--- config.mk ---
export PLATFORM = sky130hd
export DESIGN_NAME = mips_retire_stats
export DESIGN_NICKNAME = d
export VERILOG_FILES = /design/src/rtl/mips_pkg.sv /design/src/rtl/mips_stat_counter.sv /design/src/rtl/mips_retire_stats.sv
export SDC_FILE = /design/constraint.sdc
export NUM_CORES = 1
export LEC_CHECK = 0
export CORE_MARGIN = 3
export CORE_UTILIZATION = 50
export CTS_BUF_LIST = sky130_fd_sc_hd__clkbuf_2
export CTS_CLUSTER_SIZE = 25
export DETAILED_ROUTE_END_ITERATION = 8
export GPL_ROUTABILITY_DRIVEN = 1
export GPL_TIMING_DRIVEN = 1
export HOLD_SLACK_MARGIN = 0.05
export PLACE_DENSITY = 0.78
export SLEW_MARGIN = 20
export SYNTH_ARGS = -nofsm -noshare
export SYNTH_HDL_FRONTEND = slang
export SYNTH_SLANG_ARGS = --single-unit
--- constraint.sdc ---
create_clock -name clock -period 5.2 [get_ports clock]
set_clock_uncertainty 0.15 [all_clocks]
set_input_delay 1.04 -clock clock [delete_from_list [all_inputs] [get_ports clock]]
set_output_delay 1.04 -clock clock [all_outputs]
set_load 0.01 [all_outputs]
--- src/rtl/mips_pkg.sv ---
// Shared types for the MIPS-Lite retire statistics monitor: opcodes, categories,
// monitor states and counter slot indices.
package mips_pkg;

  typedef enum logic [5:0] {
    OP_ADD  = 6'h00, OP_ADDI = 6'h01, OP_SUB  = 6'h02, OP_SUBI = 6'h03,
    OP_MUL  = 6'h04, OP_MULI = 6'h05, OP_OR   = 6'h06, OP_ORI  = 6'h07,
    OP_AND  = 6'h08, OP_ANDI = 6'h09, OP_XOR  = 6'h0A, OP_XORI = 6'h0B,
    OP_LDW  = 6'h0C, OP_STW  = 6'h0D, OP_BZ   = 6'h0E, OP_BEQ  = 6'h0F,
    OP_JR   = 6'h10, OP_HALT = 6'h11
  } opcode_e;

  typedef enum logic [2:0] {CAT_ARITH, CAT_LOGIC, CAT_MEM, CAT_CTRL, CAT_NONE} category_e;

  typedef enum logic [1:0] {IDLE, RUN, DONE} stats_state_e;

  localparam int NUM_CNT    = 9;
  localparam int CNT_TOTAL  = 0;
  localparam int CNT_ARITH  = 1;
  localparam int CNT_LOGIC  = 2;
  localparam int CNT_MEM    = 3;
  localparam int CNT_CTRL   = 4;
  localparam int CNT_TAKEN  = 5;
  localparam int CNT_STALL  = 6;
  localparam int CNT_HAZARD = 7;
  localparam int CNT_CYCLE  = 8;

  // Opcodes are laid out in contiguous category bands, so range checks suffice.
  function automatic category_e opcode_category(input logic [5:0] op);
    category_e cat;
    if (op <= 6'h05)      cat = CAT_ARITH;
    else if (op <= 6'h0B) cat = CAT_LOGIC;
    else if (op <= 6'h0D) cat = CAT_MEM;
    else if (op <= 6'h11) cat = CAT_CTRL;
    else                  cat = CAT_NONE;
    return cat;
  endfunction

endpackage

--- src/rtl/mips_stat_counter.sv ---
// Single statistics counter with synchronous clear; one-cycle update latency, no backpressure.
// MIPS_STATS_SAT_EN selects saturation at all-ones; otherwise the counter wraps.
module mips_stat_counter #(
  parameter int CNT_W = 32
) (
  input  logic             clock,
  input  logic             reset_n,
  input  logic             clr,
  input  logic             inc,
  output logic [CNT_W-1:0] q
);

  localparam logic [CNT_W-1:0] ONE = CNT_W'(1);

  always_ff @(posedge clock or negedge reset_n) begin
    if (!reset_n) begin
      q <= '0;
    end else if (clr) begin
      q <= '0;
    end else if (inc) begin
`ifdef MIPS_STATS_SAT_EN
      if (q != {CNT_W{1'b1}}) q <= q + ONE;
`else
      q <= q + ONE;
`endif
    end
  end

endmodule

--- src/rtl/mips_retire_stats.sv ---
// Retire-stream monitor: counts categories, taken branches, stalls, hazards and cycles,
// flags done on HALT or idle timeout; outputs registered (one-cycle latency), never stalls the core.
// MIPS_STATS_SAT_EN (in mips_stat_counter) selects saturating instead of wrapping counters.
module mips_retire_stats
  import mips_pkg::*;
#(
  parameter int CNT_W   = 32,
  parameter int TIMEOUT = 4096
) (
  input  logic             clock,
  input  logic             reset_n,
  input  logic             start,
  input  logic             clear,
  input  logic             retire_valid,
  input  logic [5:0]       retire_opcode,
  input  logic             retire_taken,
  input  logic             stall,
  output logic             done,
  output logic             timeout_err,
  output logic [CNT_W-1:0] total_cnt,
  output logic [CNT_W-1:0] arith_cnt,
  output logic [CNT_W-1:0] logic_cnt,
  output logic [CNT_W-1:0] mem_cnt,
  output logic [CNT_W-1:0] ctrl_cnt,
  output logic [CNT_W-1:0] taken_cnt,
  output logic [CNT_W-1:0] stall_cnt,
  output logic [CNT_W-1:0] hazard_cnt,
  output logic [CNT_W-1:0] cycle_cnt
);

  localparam logic [31:0] TO_LAST  = 32'(TIMEOUT - 1);
  localparam logic [31:0] TIMER_ONE = 32'd1;

  stats_state_e         state, state_nxt;
  logic [31:0]          idle_timer;
  logic                 stall_prev;
  logic                 in_run, retire, halt_ret, timeout_hit;
  category_e            cat;
  logic [NUM_CNT-1:0]   inc;
  logic [CNT_W-1:0]     cnt_q [NUM_CNT];

  // clear overrides everything, so no counting happens in a clear cycle.
  assign in_run      = (state == RUN) && !clear;
  assign retire      = in_run && retire_valid;
  assign halt_ret    = retire && (retire_opcode == OP_HALT);
  assign timeout_hit = (TIMEOUT != 0) && in_run && !retire_valid && (idle_timer == TO_LAST);
  assign cat         = opcode_category(retire_opcode);

  always_ff @(posedge clock or negedge reset_n) begin
    if (!reset_n) state <= IDLE;
    else          state <= state_nxt;
  end

  always_comb begin
    state_nxt = state;
    if (clear) begin
      state_nxt = IDLE;
    end else begin
      case (state)
        IDLE:    if (start) state_nxt = RUN;
        RUN:     if (halt_ret || timeout_hit) state_nxt = DONE;
        default: state_nxt = state;
      endcase
    end
  end

  always_comb begin
    done              = (state == DONE);
    inc               = '0;
    inc[CNT_CYCLE]    = in_run;
    inc[CNT_TOTAL]    = retire;
    inc[CNT_ARITH]    = retire && (cat == CAT_ARITH);
    inc[CNT_LOGIC]    = retire && (cat == CAT_LOGIC);
    inc[CNT_MEM]      = retire && (cat == CAT_MEM);
    inc[CNT_CTRL]     = retire && (cat == CAT_CTRL);
    inc[CNT_TAKEN]    = retire && ((retire_taken && ((retire_opcode == OP_BZ) ||
                                                     (retire_opcode == OP_BEQ))) ||
                                   (retire_opcode == OP_JR));
    inc[CNT_STALL]    = in_run && stall;
    inc[CNT_HAZARD]   = in_run && stall && !stall_prev;
  end

  // Timer only runs across idle RUN cycles; any other cycle parks it at zero.
  always_ff @(posedge clock or negedge reset_n) begin
    if (!reset_n) begin
      idle_timer  <= '0;
      timeout_err <= 1'b0;
      stall_prev  <= 1'b0;
    end else begin
      stall_prev <= stall;
      if (in_run && !retire_valid) idle_timer <= idle_timer + TIMER_ONE;
      else                         idle_timer <= '0;
      if (clear)            timeout_err <= 1'b0;
      else if (timeout_hit) timeout_err <= 1'b1;
    end
  end

  for (genvar i = 0; i < NUM_CNT; i++) begin : g_cnt
    mips_stat_counter #(.CNT_W(CNT_W)) u_cnt (
      .clock   (clock),
      .reset_n (reset_n),
      .clr     (clear),
      .inc     (inc[i]),
      .q       (cnt_q[i])
    );
  end

  assign total_cnt  = cnt_q[CNT_TOTAL];
  assign arith_cnt  = cnt_q[CNT_ARITH];
  assign logic_cnt  = cnt_q[CNT_LOGIC];
  assign mem_cnt    = cnt_q[CNT_MEM];
  assign ctrl_cnt   = cnt_q[CNT_CTRL];
  assign taken_cnt  = cnt_q[CNT_TAKEN];
  assign stall_cnt  = cnt_q[CNT_STALL];
  assign hazard_cnt = cnt_q[CNT_HAZARD];
  assign cycle_cnt  = cnt_q[CNT_CYCLE];

endmodule
==> run summary, run 1 <==
run status -> complete, no violations
total global routing track utilization -> 0.257
router iterations before antenna repair -> 7
normalized max-slew margin -> 0.288
startpoint type of the worst setup path -> flip-flop
effective utilization at floorplan -> 0.516
Gates resized, CTS repair -> 0
class of the most critical setup path -> reg2out
commonest non-fill, non-tap cells in the layout -> 324 x dfrtp_1, 300 x clkdlybuf4s50_1, 258 x nor2_1
overall die width -> 188 um
syn_nets -> 1772
EDFF count, synth -> 0
Die Area -> 0.0353 mm2
clock latency of the later-clocked register in the worst-skew pair -> 0.86 ns
Remaining DRCs -> 0
final weighted congestion in routability-driven placement -> 0.844
remaining global-route overflow -> 0
maximum VDD drop -> 147 uV
number of placement rows -> 65
arrival time worst endpoint -> 2.43 ns
starting DRC count in detailed routing -> 874
hold-fix buffers at CTS -> 1
Primary FF master, synth -> dfrtp_1
Routed Antenna Nets -> 0
total number of clock tree sinks -> 324
Setup Fix Bufs, Post-CTS -> 0
HPWL Detailed -> 31.6 mm
Buffers on Ports -> 302
Async SR Flop Fraction -> 1.00
cells along the critical path -> inv_1, nor2_1, clkdlybuf4s50_1
TritonCTS clock tree -> built
power per standard cell area -> 216 mW/mm2
top-level port count -> 303
largest net degree at the start of global routing -> 135
sequential share of the synthesized area -> 0.490
sum of buffers and inverters on the critical path -> 2
nets@finish -> 2098
total number of vias -> 14549
required time of the critical path -> 4.01 ns
Std-Cell Core Area -> 0.0320 mm2
CTS H-tree lvls -> 3
Final Hold Violating Endpoints -> 0
critical path peak fanout -> 12
Reg clk slew, reported paths -> 0.10 ns
Crit path largest cell delay -> 0.73 ns
area of all placed cells without fillers -> 0.0207 mm2
Post-DP Area -> 0.0199 mm2
slowest cell on the critical path -> dfrtp_1
Max Transition Viols Final -> 0
CTS buffer count -> 86
number of antenna violations at the first check in global routing -> 1
total negative slack -> 0 ns
number of unique standard cell types used by synthesis -> 61
via count of the first global-routing pass -> 14646
ratio of final minimum period to clock period -> 0.696
Avg Inst Size Synth -> 9.45 um2
die height -> 188 um
endpoints failing setup -> 0
Synth Instances -> 1749
warnings from Yosys -> 0
Critical Path End Type -> output pin
Tmin final -> 3.62 ns
Synth-to-Final Area Change -> 25.3%
via density per instance -> 5.67
measured slew at the worst slew-check pin -> 1.07 ns
worst min-delay path category -> reg2reg
Leakage -> 8.42 nW
Bufs on Longest Clock Path -> 3
Post-Route WL -> 45.5 mm
setup repair after global routing missed its margin -> no
most frequent standard cell in the layout excluding fill and tap cells -> dfrtp_1
Post-Synthesis Cell Area -> 0.0165 mm2
Seq cells post-synth -> 324
root buf cell -> clkbuf_2
highest clock rate -> 0.276 GHz
global-route wire length before repair -> 75.4 mm
layout cell share with drive strength beyond 1 -> 0.0811
kind of cell with the highest combined delay on the critical path -> flip-flops
Maximum Capacitance Violations -> 0
detail-routed net length per standard cell -> 17.7 um
-- per-stage QoR --
step / utilization / total power [mW] / hold slack [ns] / worst slack (ns) / instances
after CTS: 0.646 / 4.55 / 0.339 / 1.41 / 2567
after detailed placement: 0.622 / 2.75 / 0.326 / 1.14 / 2421
after global placement: 0.622 / 2.74 / 0.317 / 1.21 / 2421
after floorplan: - / 2.64 / 0.319 / 2.10 / 1749
after global routing: 0.646 / 4.70 / 0.372 / 1.38 / 2568
final: 0.646 / 4.47 / 0.334 / 1.58 / 2568
-- cell type report --
class | instances | area (um2)
multi-input cells | 1301 | 7950
inverters | 44 | 165
flip-flops and latches | 324 | 8110
well taps | 435 | 544
fillers | 2685 | 11300
clock inverters | 21 | 143
repair buffers | 318 | 3180
diodes | 1 | 2.50
clock buffers | 124 | 621
-- path summary, 6_finish.rpt --
path                                      start  cells after the start                    to  slack, ns
min in group asynchronous               reset_n                      2  g_cnt[3].u_cnt.q[15]       0.54
min reg2reg                g_cnt[6].u_cnt.q[31]                      1  g_cnt[6].u_cnt.q[31]       0.33
max                                    state[1]                      3                  done       1.58
min                        g_cnt[6].u_cnt.q[31]                      1  g_cnt[6].u_cnt.q[31]       0.33
max in group asynchronous               reset_n                      3  g_cnt[0].u_cnt.q[10]       3.26
max reg2reg                            state[0]                      5  g_cnt[2].u_cnt.q[23]       2.04
-- state kept, by name (all words and copies together), names as in the netlist --
register / count
g_cnt.u_cnt.q: 288
stall_prev: 1
idle_timer: 32
state: 2
timeout_err: 1
-- cells in the mapped netlist, drive strengths merged (32+ instances only) --
library cell / number / area (um2)
nand4: 115 / 719
and3: 46 / 288
xnor2: 98 / 858
nor2: 258 / 968
nand3: 119 / 596
a21oi: 44 / 220
nor3: 43 / 215
inv: 44 / 165
nor4: 56 / 442
dfrtp: 324 / 8110
or3: 32 / 200
nand2: 128 / 480
xor2: 124 / 1090
clkbuf: 62 / 233
o21ai: 45 / 225
-- metal layers --
layer | global-route usage | vias to the layer above | share of wire | routed length (um)
met3 | 0.0624 | 95 | 0.072 | 3300
met1 | 0.335 | 7090 | 0.42 | 19200
met5 | 0 | - | 0 | 0
met2 | 0.414 | 482 | 0.47 | 21500
met4 | 0.102 | 0 | 0.032 | 1480
li1 | - | 6882 | - | -
-- power breakdown --
| part | internal [mW] | switching (mW) | leakage (nW) |
|---|---|---|---|
| Sequential | 2.52 | 0.00878 | 4.52 |
| Clock | 0.732 | 1.04 | 0.583 |
| Combinational | 0.0347 | 0.126 | 3.32 |
| Total | 3.29 | 1.18 | 8.42 |
-- logic make-up (layout without fill, tap and decap cells) --
| kind of cell | Yosys count | after routing | synth area share |
|---|---|---|---|
| buffers and inverters | 124 | 507 | 0.0297 |
| XOR/XNOR | 222 | 222 | 0.118 |
| flip-flops | 324 | 324 | 0.490 |
| other | 0 | 1 | 0 |
| adder cells (fa/ha/maj) | 10 | 10 | 0.00757 |
| multiplexers | 21 | 21 | 0.0128 |
| AND/OR/NAND/NOR | 900 | 900 | 0.286 |
| AO/OA/AOI/OAI | 148 | 148 | 0.0562 |
(Power assumes the default switching activity.)
==> run 2: changes to the inputs <==
--- a/config.mk
+++ b/config.mk
@@ -6,14 +6,14 @@
 export NUM_CORES = 1
 export LEC_CHECK = 0
 export CORE_MARGIN = 3
-export CORE_UTILIZATION = 50
+export CORE_UTILIZATION = 49
 export CTS_BUF_LIST = sky130_fd_sc_hd__clkbuf_2
 export CTS_CLUSTER_SIZE = 25
 export DETAILED_ROUTE_END_ITERATION = 8
 export GPL_ROUTABILITY_DRIVEN = 1
 export GPL_TIMING_DRIVEN = 1
 export HOLD_SLACK_MARGIN = 0.05
-export PLACE_DENSITY = 0.78
+export PLACE_DENSITY = 0.79
 export SLEW_MARGIN = 20
 export SYNTH_ARGS = -nofsm -noshare
 export SYNTH_HDL_FRONTEND = slang
==> constraint.sdc (replaced) <==
create_clock -name clock -period 3.1 [get_ports clock]
set_clock_uncertainty 0.15 [all_clocks]
set_input_delay 0.62 -clock clock [delete_from_list [all_inputs] [get_ports clock]]
set_output_delay 0.62 -clock clock [all_outputs]
set_load 0.01 [all_outputs]
==> run 2 against run 1 <==
Compared with the run above:
- clock power up 65%
- sequential share of layout area down 1.0 points
- critical path depth down 2
- core utilization up 0.090 points
- final cell count up 2.8%
- non-clock buffer count up 67
- sequential cell count unchanged
==> run summary, run 2 (synthesis results as in run 1) <==
Std-Cell Core Area -> 0.0329 mm2 (+2.6%)
Maximum Capacitance Violations -> 0 (unchanged)
nets@finish -> 2165 (+3.2%)
final weighted congestion in routability-driven placement -> 0.873 (+3.4%)
endpoints failing setup -> 0 (unchanged)
layout cell share with drive strength beyond 1 -> 0.105 (+0.0240)
normalized max-slew margin -> 0.406 (+0.118)
slowest cell on the critical path -> clkdlybuf4s50_1
Remaining DRCs -> 0 (unchanged)
largest net degree at the start of global routing -> 87 (-36%)
Tmin final -> 2.83 ns
overall die width -> 190 um (+0.98%)
total negative slack -> 0 ns (unchanged)
router iterations before antenna repair -> 5 (-2)
Max Transition Viols Final -> 0 (unchanged)
run status -> complete, no violations
top-level port count -> 303 (unchanged)
root buf cell -> clkbuf_2
total number of vias -> 14893 (+2.4%)
Buffers on Ports -> 302 (unchanged)
Largest register FFs -> 288 (unchanged)
die height -> 190 um (+0.98%)
worst min-delay path category -> in2reg
top flop regs -> g_cnt.u_cnt.q: 288 flops, idle_timer: 32 flops, state: 2 flops
Crit path largest cell delay -> 0.64 ns (-0.09 ns)
placed cell count -> 2488 (+2.8%)
starting DRC count in detailed routing -> 969 (+11%)
arrival time worst endpoint -> 2.06 ns (-0.37 ns)
CTS buffer count -> 86 (unchanged)
critical path peak fanout -> 6 (-6)
Bufs on Longest Clock Path -> 3 (unchanged)
required time of the critical path -> 2.33 ns (-1.68 ns)
Critical Path End Type -> output pin
Routed Antenna Nets -> 0 (unchanged)
most frequent standard cell in the layout excluding fill and tap cells -> dfrtp_1
sum of buffers and inverters on the critical path -> 1 (-1)
HPWL Detailed -> 32.2 mm (+1.9%)
commonest non-fill, non-tap cells in the layout -> 322 x dfrtp_1, 299 x clkdlybuf4s50_1, 258 x nor2_1
power per standard cell area -> 353 mW/mm2 (+63%)
via density per instance -> 5.64 (-0.43%)
setup repair after global routing missed its margin -> no
measured slew at the worst slew-check pin -> 0.884 ns (-0.185 ns)
ratio of final minimum period to clock period -> 0.912
via count of the first global-routing pass -> 14721 (+0.51%)
kind of cell with the highest combined delay on the critical path -> buffers and inverters
Final Hold Violating Endpoints -> 0 (unchanged)
hold slack -> 0.238 ns (-0.0961 ns)
maximum VDD drop -> 273 uV (+86%)
number of antenna violations at the first check in global routing -> 3 (+2)
total number of clock tree sinks -> 324 (unchanged)
number of non-filler instances in the completed layout -> 2640 (+2.8%)
CTS H-tree lvls -> 3 (unchanged)
TritonCTS clock tree -> built
effective utilization at floorplan -> 0.503 (-0.0129)
final core occ -> 0.647 (+0.000904)
remaining global-route overflow -> 0 (unchanged)
register with the highest flop count -> g_cnt.u_cnt.q
global-route wire length before repair -> 75.1 mm (-0.41%)
Leakage -> 8.77 nW (+4.1%)
Die Area -> 0.0360 mm2 (+2.0%)
class of the most critical setup path -> reg2out
Synth-to-Final Area Change -> 28.7%
clock latency of the later-clocked register in the worst-skew pair -> 0.92 ns (+0.06 ns)
total global routing track utilization -> 0.253 (-0.00388)
Post-Route WL -> 45.8 mm (+0.69%)
fillers -> 2738 (+2.0%)
number of placement rows -> 66 (+1.5%)
highest clock rate -> 0.354 GHz
cells along the critical path -> clkdlybuf4s50_1
detail-routed net length per standard cell -> 17.3 um (-2.1%)
Reg clk slew, reported paths -> 0.09 ns (about the same)
startpoint type of the worst setup path -> flip-flop
-- run 2: changes by cell type in the layout (fill, tap and decap cells not counted), sizes merged --
cell           before  now
buf                16   79
dlygate4sd3         1    5
clkbuf            125  123
clkdlybuf4s50     300  299
clkinv             15   16
clkinvlp            2    1
diode               1    2
dlymetal6s2s        0    1
inv                46   45
-- run 2: worst paths after layout --
check,from,endpoint,cells after the start,slack [ns]
setup / recovery,g_cnt[1].u_cnt.q[4],arith_cnt[4],1,0.27
hold / removal,retire_opcode[0],state[1],3,0.24
setup reg to reg,state[1],g_cnt[5].u_cnt.q[28],7,0.44
hold reg to reg,g_cnt[0].u_cnt.q[18],g_cnt[0].u_cnt.q[18],1,0.36
max in group asynchronous,reset_n,g_cnt[8].u_cnt.q[9],4,1.51
min in group asynchronous,reset_n,g_cnt[0].u_cnt.q[3],3,0.60
-- run 2: repair_timing --
| item | in CTS | in global routing |
|---|---|---|
| hold buffers | 6 | 0 |
| setup buffers | 2 | 0 |
| endpoints found under the hold margin | 328 | 0 |
| resized for setup | 2 | 1 |
| endpoints found under the setup margin | 1 | 1 |
-- run 2: area by class of cell --
class	count	area, um2	share of cell area
antenna	2	5.00	0.000235
clock buffer	122	611	0.0287
clock inverter	20	134	0.00629
inverter	44	165	0.00776
multi-input combinational	1301	7940	0.373
sequential	324	8110	0.381
tap	442	553	0.0260
timing repair buffer	385	3760	0.177
-- run 2: layer usage --
metal	share of wire	vias to the layer above	GRT usage
li1	-	7030	-
met1	0.44	7291	0.343
met2	0.47	492	0.403
met3	0.069	80	0.0625
met4	0.022	0	0.0785
met5	0	-	0
-- run 2: stage by stage --
step	setup slack, ns	instance area, um2	power [mW]
finish	0.272	21300	7.50
global route	0.106	21300	7.87
CTS	0.00160	21300	7.62
detailed placement	-0.108	20400	4.64
global placement	-0.0393	20400	4.63
floorplan	0.418	16500	4.43
-- run 2: worst min-delay path: stages --
cell             delay, ns
clkdlybuf4s50_1       0.45
nand3_1               0.11
a311oi_1              0.09
-- run 2: report_power, final --
| part | switching, mW | internal, mW |
|---|---|---|
| Combinational | 0.230 | 0.0889 |
| Sequential | 0.00994 | 4.23 |
| Clock | 1.74 | 1.21 |
| Total | 1.98 | 5.53 |
==> run 3: changes to the inputs <==
--- a/config.mk
+++ b/config.mk
@@ -8,10 +8,11 @@
 export CORE_MARGIN = 3
 export CORE_UTILIZATION = 49
 export CTS_BUF_LIST = sky130_fd_sc_hd__clkbuf_2
+export CTS_CLUSTER_DIAMETER = 100
 export CTS_CLUSTER_SIZE = 25
 export DETAILED_ROUTE_END_ITERATION = 8
 export GPL_ROUTABILITY_DRIVEN = 1
-export GPL_TIMING_DRIVEN = 1
+export GPL_TIMING_DRIVEN = 0
 export HOLD_SLACK_MARGIN = 0.05
 export PLACE_DENSITY = 0.79
 export SLEW_MARGIN = 20
==> run 3 against run 2 <==
Compared with the run above:
- global-route usage increased by 0.45 points
- sequential power about the same
- via count decreased by 1.7%
- critical path depth increased by 5
- worst hold slack got worse by 0.082 ns
==> run summary, run 3 (synthesis results as in run 1) <==
ratio of final minimum period to clock period -> 0.971 (+0.0586)
cells along the critical path -> clkdlybuf4s50_1, clkbuf_1, clkbuf_1, clkbuf_1, clkbuf_1, nor2_1
router iterations before antenna repair -> 4 (-1)
Tmin final -> 3.01 ns (+0.182 ns)
normalized max-slew margin -> 0.211 (-0.195)
commonest non-fill, non-tap cells in the layout -> 323 x dfrtp_1, 300 x clkdlybuf4s50_1, 257 x nor2_1
total global routing track utilization -> 0.257 (+0.00446)
cell repeated most along the worst path -> clkbuf_1
number of non-filler instances in the completed layout -> 2522 (-4.5%)
top-level port count -> 303 (unchanged)
Hold Path Origin -> retire_opcode[0]
root buf cell -> clkbuf_2
final weighted congestion in routability-driven placement -> 0.871 (-0.24%)
effective utilization at floorplan -> 0.503 (unchanged)
largest net degree at the start of global routing -> 89 (+2.3%)
slowest cell on the critical path -> clkbuf_1
worst setup path startpoint -> clear
Buffers on Ports -> 302 (unchanged)
Critical Path End Type -> flip-flop
TritonCTS clock tree -> built
critical path peak fanout -> 10 (+4)
R2R Path Start -> state[0]
worst min-delay path category -> in2reg
highest clock rate -> 0.332 GHz (-6.0%)
required time of the critical path -> 3.76 ns (+1.43 ns)
clock latency of the later-clocked register in the worst-skew pair -> 0.93 ns (about the same)
maximum VDD drop -> 195 uV (-29%)
layout cell share with drive strength beyond 1 -> 0.0308 (-0.0744)
Die Area -> 0.0360 mm2 (unchanged)
worst slack, placed -> -1.03 ns (-0.924 ns)
Post-DP Area -> 0.0202 mm2 (-1.1%)
total number of vias -> 14637 (-1.7%)
CTS H-tree lvls -> 1 (-2)
setup repair after global routing missed its margin -> no
Crit path largest cell delay -> 0.67 ns (+0.03 ns)
Largest register FFs -> 288 (unchanged)
area of all placed cells without fillers -> 0.0204 mm2 (-4.0%)
Max Transition Viols Final -> 0 (unchanged)
die height -> 190 um (unchanged)
starting DRC count in detailed routing -> 929 (-4.1%)
Reg clk slew, reported paths -> 0.45 ns (+0.36 ns)
Bufs on Longest Clock Path -> 3 (unchanged)
most frequent standard cell in the layout excluding fill and tap cells -> dfrtp_1
overall die width -> 190 um (unchanged)
register with the highest flop count -> g_cnt.u_cnt.q
Routed Antenna Nets -> 0 (unchanged)
Synth-to-Final Area Change -> 23.4%
top flop regs -> g_cnt.u_cnt.q: 288 flops, idle_timer: 32 flops, state: 2 flops
HPWL Detailed -> 34.3 mm (+6.5%)
post-route setup slack -> 0.0905 ns (-0.182 ns)
measured slew at the worst slew-check pin -> 1.18 ns (+0.297 ns)
endpoints failing setup -> 0 (unchanged)
CTS buffer count -> 16 (-81%)
Remaining DRCs -> 0 (unchanged)
via density per instance -> 5.80 (+2.9%)
final core occ -> 0.621 (-0.0262)
Post-Route WL -> 47.0 mm (+2.6%)
total number of clock tree sinks -> 324 (unchanged)
remaining global-route overflow -> 0 (unchanged)
Final Hold Violating Endpoints -> 0 (unchanged)
Leakage -> 8.05 nW (-8.3%)
arrival time worst endpoint -> 3.67 ns (+1.61 ns)
power per standard cell area -> 294 mW/mm2 (-17%)
Maximum Capacitance Violations -> 0 (unchanged)
detail-routed net length per standard cell -> 18.6 um (+7.4%)
class of the most critical setup path -> in2reg
placed cell count -> 2496 (+0.32%)
kind of cell with the highest combined delay on the critical path -> buffers and inverters
sum of buffers and inverters on the critical path -> 5 (+4)
via count of the first global-routing pass -> 14304 (-2.8%)
run status -> complete, no violations
number of placement rows -> 66 (unchanged)
global-route wire length before repair -> 76.3 mm (+1.6%)
nets@finish -> 2101 (-3.0%)
Std-Cell Core Area -> 0.0329 mm2 (unchanged)
number of antenna violations at the first check in global routing -> 2 (-1)
startpoint type of the worst setup path -> input pin
hold slack -> 0.156 ns (-0.0822 ns)
==> run 3: path summary, 6_finish.rpt <==
kind	slack [ns]	depth (start not counted)	end
hold reg to reg	0.38	1	g_cnt[6].u_cnt.q[24]
hold / removal	0.16	3	state[1]
min in group asynchronous	0.50	3	g_cnt[3].u_cnt.q[26]
setup reg to reg	0.21	8	g_cnt[4].u_cnt.q[27]
setup / recovery	0.09	6	g_cnt[5].u_cnt.q[3]
max in group asynchronous	1.61	4	g_cnt[3].u_cnt.q[3]
==> run 3: area by class of cell <==
| type | count | area, um2 |
|---|---|---|
| Fill cell | 2785 | 12500 |
| Sequential cell | 324 | 8110 |
| Multi-Input combinational cell | 1301 | 7970 |
| Timing Repair Buffer | 312 | 3190 |
| Tap cell | 442 | 553 |
| Buffer | 79 | 330 |
| Inverter | 44 | 165 |
| Clock buffer | 18 | 90.1 |
| Antenna cell | 2 | 5.00 |
==> run 3: power by group <==
group          switching [mW]  total [mW]  internal [mW]
registers              0.0112        4.27           4.26
clock network            1.25        1.40          0.148
logic                   0.249       0.328         0.0796
==> run 3: repair_timing <==
item / CTS / global route
hold endpoints to repair: 326 / 0
hold buffers: 5 / 0
resized for setup: 8 / 4
buffers inserted: 2 / 0
setup endpoints to repair: 15 / 20
pin swaps: 0 / 0
gates cloned: 0 / 0
==> run 3: layer usage <==
metal	routed length, um	global-route usage	vias up
met5	0	0	-
met4	1390	0.0708	0
met3	3400	0.0486	79
met2	22200	0.422	465
met1	20000	0.352	7272
li1	-	-	6821
==> run 3: through the flow <==
stage	TNS (ns)	power (mW)
after floorplan	0	4.43
after global placement	-4423.14	4.63
after detailed placement	-205.68	4.64
after CTS	0	6.07
after global routing	0	6.25
final	0	6.00
==> run 3: worst register-to-register path, stage by stage, from the launching register on <==
cell      delay, ns
dfrtp_2        0.53
buf_4          0.18
nor3b_4        0.59
o2111a_1       0.30
buf_2          0.19
nand4_1        0.17
clkbuf_1       0.28
or3_1          0.35
a21oi_1        0.16
